File: config.mk
export PLATFORM = sky130hd
export DESIGN_NAME = periph_bus_arbiter
export DESIGN_NICKNAME = d
export VERILOG_FILES = /design/src/rtl/periph_bus_arbiter.sv
export SDC_FILE = /design/constraint.sdc
export NUM_CORES = 1
export LEC_CHECK = 0
export CORE_MARGIN = 1.5
export CORE_UTILIZATION = 30
export CTS_BUF_LIST = sky130_fd_sc_hd__clkbuf_8
export DETAILED_ROUTE_END_ITERATION = 16
export PLACE_DENSITY = 0.67
export SLEW_MARGIN = 20
export SYNTH_ARGS = -nofsm -noshare
export SYNTH_HDL_FRONTEND = slang
export SYNTH_SLANG_ARGS = --single-unit
File: constraint.sdc
create_clock -name clk -period 1.6 [get_ports clk]
set_input_delay 0.32 -clock clk [delete_from_list [all_inputs] [get_ports clk]]
set_output_delay 0.32 -clock clk [all_outputs]
set_load 0.03 [all_outputs]
File: src/rtl/periph_bus_arbiter.sv
// Shares the peripheral register bus between the core (always wins) and a debug requester
// that uses the core's free Q-slot. Optional write guard on the SFR window: PERIPH_ARB_GUARD_EN.
module periph_bus_arbiter #(
    parameter logic [1:0] DBG_SLOT = 2'd0,
    parameter int         TIMEOUT  = 16
) (
    input  logic       clk,
    input  logic       rst_n,
    input  logic [1:0] core_q,
    input  logic [8:0] core_addr,
    input  logic       core_wr_en,
    input  logic [7:0] core_wdata,
    output logic [7:0] core_rdata,
    output logic [8:0] bus_addr,
    output logic       bus_wr_en,
    output logic [7:0] bus_wdata,
    input  logic [7:0] bus_rdata,
    input  logic       dbg_req,
    input  logic       dbg_we,
    input  logic [8:0] dbg_addr,
    input  logic [7:0] dbg_wdata,
    output logic       dbg_busy,
    output logic       dbg_grant,
    output logic       dbg_ack,
    output logic       dbg_err,
    output logic [7:0] dbg_rdata
);

    localparam int CW = (TIMEOUT > 2) ? $clog2(TIMEOUT) : 1;

    typedef enum logic [1:0] {
        ST_IDLE,
        ST_WAIT,
        ST_ACK,
        ST_ERR
    } state_t;

    state_t        state;
    state_t        state_next;
    logic [CW-1:0] wait_cnt;
    logic          cap_we;
    logic [8:0]    cap_addr;
    logic [7:0]    cap_wdata;
    logic          slot_free;
    logic          timed_out;
    logic          capture;
    logic          guard_reject;

    assign core_rdata = bus_rdata;
    assign slot_free  = (core_q == DBG_SLOT) && !core_wr_en;
    assign timed_out  = (wait_cnt == CW'(TIMEOUT - 1));
    assign capture    = (state == ST_IDLE) && dbg_req;

`ifdef PERIPH_ARB_GUARD_EN
    // Debug writes into the core SFR window (any bank) would corrupt core state.
    assign guard_reject = dbg_we && (dbg_addr[6:0] < 7'h0C);
`else
    assign guard_reject = 1'b0;
`endif

    always_ff @(posedge clk or negedge rst_n) begin
        if (!rst_n) begin
            state <= ST_IDLE;
        end else begin
            state <= state_next;
        end
    end

    always_comb begin
        state_next = state;
        dbg_busy   = 1'b0;
        dbg_grant  = 1'b0;
        dbg_ack    = 1'b0;
        dbg_err    = 1'b0;
        bus_addr   = core_addr;
        bus_wr_en  = core_wr_en;
        bus_wdata  = core_wdata;
        case (state)
            ST_IDLE: begin
                if (dbg_req) begin
                    state_next = guard_reject ? ST_ERR : ST_WAIT;
                end
            end
            ST_WAIT: begin
                dbg_busy = 1'b1;
                // The granting WAIT cycle is the access cycle itself; a free slot beats the timeout.
                if (slot_free) begin
                    dbg_grant  = 1'b1;
                    bus_addr   = cap_addr;
                    bus_wr_en  = cap_we;
                    bus_wdata  = cap_wdata;
                    state_next = ST_ACK;
                end else if (timed_out) begin
                    state_next = ST_ERR;
                end
            end
            ST_ACK: begin
                dbg_busy   = 1'b1;
                dbg_ack    = 1'b1;
                state_next = ST_IDLE;
            end
            ST_ERR: begin
                dbg_busy   = 1'b1;
                dbg_err    = 1'b1;
                state_next = ST_IDLE;
            end
            default: begin
                state_next = ST_IDLE;
            end
        endcase
    end

    always_ff @(posedge clk or negedge rst_n) begin
        if (!rst_n) begin
            cap_we    <= 1'b0;
            cap_addr  <= 9'd0;
            cap_wdata <= 8'd0;
            wait_cnt  <= '0;
            dbg_rdata <= 8'd0;
        end else begin
            if (capture) begin
                cap_we    <= dbg_we;
                cap_addr  <= dbg_addr;
                cap_wdata <= dbg_wdata;
                wait_cnt  <= '0;
            end else if (state == ST_WAIT) begin
                wait_cnt <= wait_cnt + CW'(1);
            end
            if (dbg_grant && !cap_we) begin
                dbg_rdata <= bus_rdata;
            end
        end
    end

endmodule

==> flow_metrics.py <==
metrics = {
    "placed_design": {
        "io_buffers": 86,
        "placed_cells": 265,
        "hpwl_mm": 3.15,
        "gp_congestion": 0.740,
    },
    "layout": {
        "final_cell_mix": "45 x clkdlybuf4s50_1, 32 x dfrtp_1, 28 x buf_6",
        "synthToLayoutAreaGrowth_pct": 81.9,
        "final_util_pct": 57.5,
        "mostFrequentLayoutCell": "clkdlybuf4s50_1",
        "drive_gt1_share_pct": 53.2,
        "diodes": 0,
        "nets": 271,
        "stdcell_count": 292,
    },
    "global_routing": {
        "grt_pass1_wl_mm": 7.08,
        "met3_usage_pct": 3.21,
        "gr-usage-met2_pct": 27.7,
        "grt_pass1_vias": 1369,
        "grt_usage_pct": 15.6,
        "grt-ovfl-total": 0,
        "top_usage_layer": "met2",
        "grt_start_max_net_pins": 33,
        "grt_antenna_before_repair": 0,
        "grtUsageMet1_pct": 17.4,
    },
    "timing": {
        "finalMaxSlewViolations": 0,
        "fmax_mhz": 516,
        "holdWs_ns": 0.441,
        "tns_ns": -7.84,
        "skew_ns": 0.00696,
        "maxSlewHeadroom_pct": 72.1,
        "setup_slack_ns": -0.339,
        "period_share_pct": 121,
        "worst_pin_slew_ns": 0.419,
        "setup_violations": 40,
        "rsz0062_at_grt": "yes",
        "post-route-min-period_ns": 1.94,
        "finalHoldViolCount": 0,
    },
    "critical_path": {
        "worstPathMaxFanout": 7,
        "cp_slowest_cell": "dfrtp_1",
        "critical_path_class": "flop to output port",
        "endpoint_kind": "output port",
        "startpoint_type": "flop",
        "max_stage_delay_ns": 0.41,
        "rr_startpoint": "state[1]",
        "arrival_ns": 1.62,
        "r2r_slack_ns": -0.11,
        "path_cells": "nor2b_4 -> buf_12 -> nand2_8 -> buf_8 -> mux2_4 -> buf_6",
        "r2r_end": "cap_addr[6]",
        "cp.required_ns": 1.28,
        "r2r_cells": 7,
    },
    "outcome": {
        "failed_checks": "negative setup slack",
        "status": "complete, but fails checks",
    },
    "flow_run": {
        "maxCapViolCount": 0,
    },
    "yosys": {
        "synthCells": 112,
        "avgSynthCellArea_um2": 14.6,
        "seq_area_frac_synth_pct": 49.0,
        "netlist_area_mm2": 0.00164,
        "yosysUniqueCellTypes": 26,
        "synth_nets": 162,
        "yosys_register_bits": 32,
        "yosysWarnings": 0,
    },
    "cts": {
        "clk_pin_slew_worst_paths_ns": 0.07,
        "numCtsBuffers": 5,
        "h-tree-depth": 2,
        "clk_latency_ns": 0.28,
        "cts_tree": "done",
        "cts_root_buf": "clkbuf_8",
        "clock-sinks": 32,
        "clk_path_buf_depth": 2,
    },
    "route": {
        "drtAntennaViolNets": 0,
        "vias": 1313,
        "drt_pass1_iterations": 3,
        "vias_per_cell": 4.50,
        "drc": 0,
        "drt_iter0_drc": 65,
        "wl_mm": 4.75,
        "drt-wirelength-per-cell_um": 16.3,
    },
    "pwr": {
        "swShare_pct": 34.1,
        "power_frac_clock_pct": 16.5,
        "power.leakage_uw": 0.00139,
        "power_switching_uw": 1270,
        "power_frac_comb_pct": 45.8,
        "irDropWorstVdd_mv": 0.551,
        "intPower_uw": 2450,
        "powerDensity_mw_per_mm2": 1250,
        "pwr-share-seq_pct": 37.7,
    },
    "floorplan": {
        "start_util_pct": 31.6,
        "die_y_um": 76.8,
        "dieWidth_um": 76.8,
        "die_area_mm2": 0.00590,
        "num_rows": 26,
        "core_area_mm2": 0.00517,
        "io_pins": 87,
    },
    "worst_hold_path": {
        "hp-class": "primary input to asynchronous set/reset pin",
    },
}
==> per-layer routing <==
layer	share of wire, %	up-vias
li1	-	619
met1	39	649
met2	56	34
met3	3.0	11
met4	2.4	0
met5	0	-
==> sequential cells by signal, indices dropped and copies added, names as in the netlist <==
| register | count |
|---|---|
| cap_addr | 9 |
| cap_wdata | 8 |
| dbg_rdata | 8 |
| wait_cnt | 4 |
| state | 2 |
| cap_we | 1 |
==> logic make-up (layout without fill, tap and decap cells) <==
logic type,Yosys count,in the layout,share of synthesized area [%]
adder cells (fa/ha/maj),1,1,0.765
AO/OA/AOI/OAI,6,6,2.75
multiplexers,45,45,32.9
flip-flops,32,32,49.0
buffers and inverters,14,123,6.66
AND/OR/NAND/NOR,14,15,7.96
==> worst max path at each step <==
stage / start / to / slack [ns] / cells after the start
floorplan: state[0] / bus_wdata[3] / -0.08 / 5
global placement: core_q[1] / bus_wdata[3] / -0.94 / 6
detailed placement: core_q[1] / bus_wdata[3] / -0.98 / 6
CTS: state[1] / bus_addr[0] / -0.34 / 6
global route: state[1] / bus_wdata[7] / -0.39 / 6
finish: state[1] / bus_wdata[4] / -0.34 / 6
==> cells in the mapped netlist, drive strengths merged <==
cell / instances / area (um2)
a21o: 1 / 7.51
a21oi: 1 / 5.00
a22o: 2 / 20.0
and2: 1 / 7.51
and2b: 1 / 8.76
buf: 12 / 101
dfrtp: 32 / 801
ha: 1 / 12.5
inv: 2 / 7.51
mux2: 43 / 518
mux2i: 2 / 20.0
nand2: 3 / 27.5
nand2b: 2 / 12.5
nand3: 1 / 17.5
nand4: 2 / 12.5
nor2b: 1 / 13.8
nor3: 1 / 16.3
nor3b: 1 / 7.51
o21ai: 1 / 5.00
o21bai: 1 / 7.51
or2: 1 / 6.26
==> repair_timing <==
action | 4_1_cts | 5_1_grt
pin swaps | 3 | 3
endpoints found under the setup margin | 28 | 39
hold buffers | 0 | 0
setup buffers | 8 | 7
resized for setup | 111 | 8
cloned | 1 | 3
==> layout make-up <==
class,count,area [um2]
clock buffer,6,82.6
clock inverter,2,7.51
sequential,32,801
tap,70,87.6
inverter,2,11.3
timing repair buffer,113,1190
fill,429,2200
multi-input combinational,67,798
==> power groups by stage <==
stage | sequential (uW) | clock, uW | combinational, uW
after floorplan | 1560 | 0 | 778
after global placement | 1390 | 0 | 1510
after detailed placement | 1410 | 0 | 1550
after CTS | 1400 | 640 | 1610
after global routing | 1460 | 692 | 1790
final | 1400 | 613 | 1700
==> through the flow <==
stage / instance area, um2 / total power [uW] / setup WS [ns]
final: 2970 / 3720 / -0.339
after global routing: 2970 / 3940 / -0.386
after CTS: 2830 / 3660 / -0.344
after detailed placement: 2530 / 2970 / -0.979
after global placement: 2530 / 2900 / -0.941
after floorplan: 1640 / 2340 / -0.0827
==> worst max-delay path, delay by kind of cell, from the launching register on <==
family | cells | cell delay (ns)
buf+inv | 3 | 0.41
flops | 1 | 0.41
mux | 1 | 0.31
simple gates | 2 | 0.21
No activity file was read; power rests on OpenSTA's default activity.
